===== src/rtl/pipe_ctrl_pkg.sv =====
// Shared definitions for the pipeline stall/flush sequencer: FSM encoding,
// per-register control bundles and the register-match helper.
package pipe_ctrl_pkg;

  typedef enum logic [1:0] {
    RUN      = 2'd0,
    MEM_WAIT = 2'd1,
    ERROR    = 2'd2
  } state_t;

  localparam logic [31:0] NOP_INSTR = 32'h0000_0013;  // addi x0, x0, 0
  localparam logic [4:0]  REG_ZERO  = 5'd0;

  typedef struct packed {
    logic pc_en;
    logic ifid_en;
    logic ifid_flush;
    logic idex_en;
    logic idex_flush;
    logic exmem_en;
    logic memwb_bubble;
  } pipe_ctrl_t;

  // Field order: pc_en, ifid_en, ifid_flush, idex_en, idex_flush, exmem_en, memwb_bubble
  localparam pipe_ctrl_t CTRL_IDLE     = '{1'b0, 1'b0, 1'b0, 1'b0, 1'b0, 1'b0, 1'b0};
  localparam pipe_ctrl_t CTRL_FROZEN   = '{1'b0, 1'b0, 1'b0, 1'b0, 1'b0, 1'b0, 1'b1};
  localparam pipe_ctrl_t CTRL_BRANCH   = '{1'b1, 1'b1, 1'b1, 1'b1, 1'b1, 1'b1, 1'b0};
  // ID/EX stays enabled so the cleared control bits are actually captured.
  localparam pipe_ctrl_t CTRL_LOAD_USE = '{1'b0, 1'b0, 1'b0, 1'b1, 1'b1, 1'b1, 1'b0};
  localparam pipe_ctrl_t CTRL_NORMAL   = '{1'b1, 1'b1, 1'b0, 1'b1, 1'b0, 1'b1, 1'b0};

  function automatic logic reg_match(input logic [4:0] rd, input logic [4:0] rs);
    return (rd != REG_ZERO) && (rd == rs);
  endfunction

endpackage


===== src/rtl/hazard_detect.sv =====
// Combinational load-use detector; shared with the forwarding unit.
module hazard_detect
  import pipe_ctrl_pkg::*;
(
  input  logic [4:0] id_rs1,
  input  logic [4:0] id_rs2,
  input  logic [4:0] ex_rd,
  input  logic       ex_memread,
  output logic       load_use
);

  assign load_use = ex_memread & (reg_match(ex_rd, id_rs1) | reg_match(ex_rd, id_rs2));

endmodule


===== src/rtl/pipeline_hazard_ctrl.sv =====
// Stall/flush sequencer for the 5-stage pipeline: FSM for data-memory waits,
// wait timeout, stall-cycle counter and per-register control decode.
module pipeline_hazard_ctrl
  import pipe_ctrl_pkg::*;
#(
  parameter int MAX_WAIT = 16,
  parameter int CNT_W    = 32
) (
  input  logic             clk,
  input  logic             rst_n,
  input  logic [4:0]       id_rs1,
  input  logic [4:0]       id_rs2,
  input  logic [4:0]       ex_rd,
  input  logic             ex_memread,
  input  logic             branch_taken,
  input  logic             dmem_req,
  input  logic             dmem_ready,
  output logic             pc_en,
  output logic             ifid_en,
  output logic             ifid_flush,
  output logic             idex_en,
  output logic             idex_flush,
  output logic             exmem_en,
  output logic             memwb_bubble,
  output logic             bus_err,
  output logic [CNT_W-1:0] stall_cycles
);

  localparam int WC_W = $clog2(MAX_WAIT + 1);

  state_t          state;
  logic [WC_W-1:0] wait_cnt;
  logic            load_use;
  logic            mem_stall;
  pipe_ctrl_t      ctrl;

  hazard_detect u_hazard_detect (
    .id_rs1     (id_rs1),
    .id_rs2     (id_rs2),
    .ex_rd      (ex_rd),
    .ex_memread (ex_memread),
    .load_use   (load_use)
  );

  assign mem_stall = dmem_req & ~dmem_ready & (state != ERROR);

  always_comb begin
    ctrl = CTRL_IDLE;
    if (!rst_n)
      ctrl = CTRL_IDLE;
    else if (state == ERROR)
      ctrl = CTRL_FROZEN;
    else if (mem_stall)
      ctrl = CTRL_FROZEN;
    else if (branch_taken)
      ctrl = CTRL_BRANCH;
    else if (load_use)
      ctrl = CTRL_LOAD_USE;
    else
      ctrl = CTRL_NORMAL;
  end

  // wait_cnt counts stalled cycles of the outstanding access, including the first.
  always_ff @(posedge clk or negedge rst_n) begin
    if (!rst_n) begin
      state    <= RUN;
      wait_cnt <= '0;
    end else begin
      case (state)
        RUN: begin
          if (mem_stall) begin
            state    <= MEM_WAIT;
            wait_cnt <= WC_W'(1);
          end
        end
        MEM_WAIT: begin
          if (dmem_ready) begin
            state    <= RUN;
            wait_cnt <= '0;
          end else if (wait_cnt == WC_W'(MAX_WAIT - 1)) begin
            state <= ERROR;
          end else begin
            wait_cnt <= wait_cnt + WC_W'(1);
          end
        end
        ERROR: begin
          state <= ERROR;
        end
        default: begin
          state    <= RUN;
          wait_cnt <= '0;
        end
      endcase
    end
  end

  always_ff @(posedge clk or negedge rst_n) begin
    if (!rst_n)
      stall_cycles <= '0;
    else if (!ctrl.pc_en && (stall_cycles != {CNT_W{1'b1}}))
      stall_cycles <= stall_cycles + CNT_W'(1);
  end

  assign pc_en        = ctrl.pc_en;
  assign ifid_en      = ctrl.ifid_en;
  assign ifid_flush   = ctrl.ifid_flush;
  assign idex_en      = ctrl.idex_en;
  assign idex_flush   = ctrl.idex_flush;
  assign exmem_en     = ctrl.exmem_en;
  assign memwb_bubble = ctrl.memwb_bubble;
  assign bus_err      = rst_n & (state == ERROR);

endmodule

===== config.mk =====
export PLATFORM = sky130hd
export DESIGN_NAME = pipeline_hazard_ctrl
export DESIGN_NICKNAME = d
export VERILOG_FILES = /design/src/rtl/pipe_ctrl_pkg.sv /design/src/rtl/hazard_detect.sv /design/src/rtl/pipeline_hazard_ctrl.sv
export SDC_FILE = /design/constraint.sdc
export NUM_CORES = 1
export LEC_CHECK = 0
export CAP_MARGIN = 15
export CORE_UTILIZATION = 48
export CTS_CLUSTER_DIAMETER = 100
export DETAILED_ROUTE_END_ITERATION = 10
export PLACE_DENSITY = 0.86
export SLEW_MARGIN = 20
export SYNTH_ARGS = -nofsm -noshare
export SYNTH_HDL_FRONTEND = slang
export SYNTH_SLANG_ARGS = --single-unit

===== constraint.sdc =====
create_clock -name clk -period 2.3 [get_ports clk]
set_input_delay 0.345 -clock clk [delete_from_list [all_inputs] [get_ports clk]]
set_output_delay 0.345 -clock clk [all_outputs]
set_load 0.02 [all_outputs]

==> flow_summary.json <==
{
  "synth_top_flop_cell": "dfrtp_1",
  "power_density_mw_per_mm2": 618,
  "antenna_found_initial": 0,
  "finClkSkew_ns": 0.00426,
  "fmax_mhz": 456,
  "first_global_vias": 1908,
  "cp.required_ns": 1.96,
  "n_antenna_cell": 0,
  "final_area_mm2": 0.00306,
  "final-setup-viol-count": 0,
  "tightest_slew_ns": 0.483,
  "die_w_um": 69.9,
  "wirelength_um": 5260,
  "ys_seq_area_share_pct": 44.1,
  "cp-start-kind": "input pin",
  "cts.clk_slew.worst_paths_ns": 0.07,
  "clk_latency_ns": 0.29,
  "areaGrowthSynthToFinish_pct": 38.3,
  "track_usage_pct": 23.0,
  "postCtsHoldBufs": 0,
  "slew_headroom_pct": 67.8,
  "status": "complete, no violations",
  "cts_tree": "done",
  "syn_nets": 257,
  "dp_cells": 350,
  "drt_pass1_iterations": 4,
  "grt_remaining_overflow": 0,
  "dr_total_vias": 2025,
  "max-vdd-ir-drop_mv": 0.314,
  "drc_errors": 0,
  "syn_avg_cell_area_um2": 9.49,
  "detailed_place_hpwl_um": 3890,
  "htree_levels": 2,
  "slew_violations": 0,
  "p_seq_share_pct": 44.4,
  "syn-cell-area_mm2": 0.00221,
  "path_class": "in -> out",
  "initial_utilization_pct": 50.4,
  "crit_fanout": 3,
  "grt_pass1_wl_um": 8760,
  "die-area_mm2": 0.00488,
  "finalNonFillerCells": 358,
  "synth-seq-cells": 39,
  "drive_gt1_share_pct": 12.7,
  "ys_types": 38,
  "grt_max_degree": 40,
  "io_buffers": 60,
  "final_antenna_net_count": 0,
  "fp-row-count": 24,
  "fp.coreArea_mm2": 0.00438,
  "hold_class": "in -> async",
  "p_sw_share_pct": 31.2,
  "rsz0062_at_grt": "false",
  "final_hold_viol_count": 0,
  "fin_crit_sh_pct": 95.3,
  "cts_root_buffer": "clkbuf_8",
  "io_pins": 61,
  "design_power_total_mw": 1.89,
  "min_period_ns": 2.19,
  "via_per_inst": 5.66,
  "gp_congestion": 0.828,
  "synth_edf_count": 0,
  "wl_per_cell_um": 14.7,
  "p_sw_mw": 0.590,
  "cts.sinks": 39,
  "combPwrFrac_pct": 29.1,
  "syn_inst": 233,
  "post_cts_buffers": 0,
  "nets": 329,
  "dieHeight_um": 69.9,
  "clockBufferDepth": 2,
  "fillCellCount": 339,
  "endpoint_kind": "primary output",
  "async_flop_share_pct": 100,
  "power_frac_clock_pct": 26.5,
  "yosysWarnings": 0,
  "drv_cap": 0,
  "initialDrtViolationCount": 208,
  "internal_power_mw": 1.30,
  "leakage_nw": 1.25,
  "place_area_mm2": 0.00294,
  "critPathArrivalTime_ns": 1.85,
  "cts_buffers": 5
}
[Yosys cell counts (2+ instances only)]
master	instances	share of area (%)
a21oi_1	4	0.91
and3_1	12	3.4
and4_1	2	0.79
buf_4	2	0.68
clkbuf_1	9	1.5
dfrtp_1	39	44
ha_1	3	1.7
inv_1	5	0.85
mux2_2	2	1.0
nand2_1	19	3.2
nand2b_1	2	0.57
nand3_1	25	5.7
nand4_1	11	3.1
nand4b_1	2	0.79
nor2_1	18	3.1
nor2b_1	3	0.85
nor3_1	7	1.6
nor3b_1	2	0.68
nor4_1	4	1.1
o22ai_1	4	1.1
xnor2_1	25	9.9
xor2_1	17	6.7
[per-layer routing]
layer	GRT usage [%]	share of wire, %	vias to the layer above
met4	7.33	1.4	0
met2	40.2	52	71
met3	4.33	5.5	6
met5	0	0	-
li1	-	-	962
met1	28.6	41	986
[sequential cells by signal, indices dropped and copies added, names as in the netlist]
name          flops
state             2
wait_cnt          5
stall_cycles     32
[logic make-up after synthesis]
logic type,synth area share [%]
and+or+nand+nor,27.4
adders and majority gates,1.70
muxes,1.47
buffers and inverters,3.23
AOI/OAI and AO/OA,5.43
DFF,44.1
xor gates and xnor gates,16.6
[stage by stage]
step | hold WS [ns] | worst slack [ns] | setup TNS (ns) | utilization [%]
2_1_floorplan | 0.0494 | 0.281 | 0 | -
4_1_cts | 0.183 | 0.000986 | 0 | 69.6
6_report | 0.176 | 0.108 | 0 | 69.7
3_3_place_gp | 0.482 | -0.445 | -3.57 | 67.1
5_1_grt | 0.217 | 0.0156 | 0 | 69.7
3_5_place_dp | 0.488 | -0.522 | -5.96 | 67.1
[worst max-delay path: stages]
cell             delay [ns]
clkdlybuf4s50_1        0.58
xor2_1                 0.19
nor3_2                 0.07
a22oi_2                0.26
nor2_1                 0.08
o21a_1                 0.17
buf_2                  0.15
[cell usage in the layout, fill, tap and decap left out, types with 2 or more instances in the layout]
cell             count
nor3b_1              2
nor3_1               6
nor2_1              18
and4_1               2
nor4_1               4
nand2_1             19
clkbuf_8             7
dlygate4sd2_1        3
nand3_1             25
o22ai_1              4
buf_2                4
nand4_1             11
inv_1                5
clkdlybuf4s50_1     50
ha_1                 3
nand4b_1             2
a21oi_1              4
xor2_1              17
dlymetal6s2s_1       3
and3_1              11
nand2b_1             2
xnor2_1             25
nor2b_1              3
mux2_2               2
buf_4               16
dfrtp_1             39
nor3_2               2
[power by group through the flow]
stage	clock network [mW]	registers (mW)	logic, mW
5_1_grt	0.529	0.846	0.593
3_5_place_dp	0	0.848	0.555
2_1_floorplan	0	0.912	0.221
4_1_cts	0.507	0.837	0.553
3_3_place_gp	0	0.842	0.536
6_report	0.501	0.838	0.550
[path summary, 6_finish.rpt]
path | from | end | slack [ns] | cells after the start
worst min-delay path | rst_n | wait_cnt[3] | 0.18 | 2
max in group asynchronous | rst_n | stall_cycles[4] | 1.79 | 2
min in group clk | stall_cycles[9] | stall_cycles[9] | 0.49 | 1
worst max register to register | stall_cycles[0] | stall_cycles[26] | 0.27 | 7
worst min register to register | stall_cycles[9] | stall_cycles[9] | 0.49 | 1
worst max-delay path | ex_rd[0] | idex_flush | 0.11 | 7
[repair_timing]
action | CTS | global route
gates resized for setup | 21 | 3
endpoints found under the hold margin | 0 | 0
endpoints found under the setup margin | 6 | 6
pin swaps | 1 | 3
[area by class of cell]
cell class              instances  area (µm²)  area share, %
flip-flops and latches         39         976           31.9
multi-input cells             177        1190           38.9
well taps                      52        65.1           2.13
inverters                       6        22.5          0.736
clock buffers                   8         100           3.27
repair buffers                 76         704           23.0
Note: power is estimated with default switching activity, not from simulation.
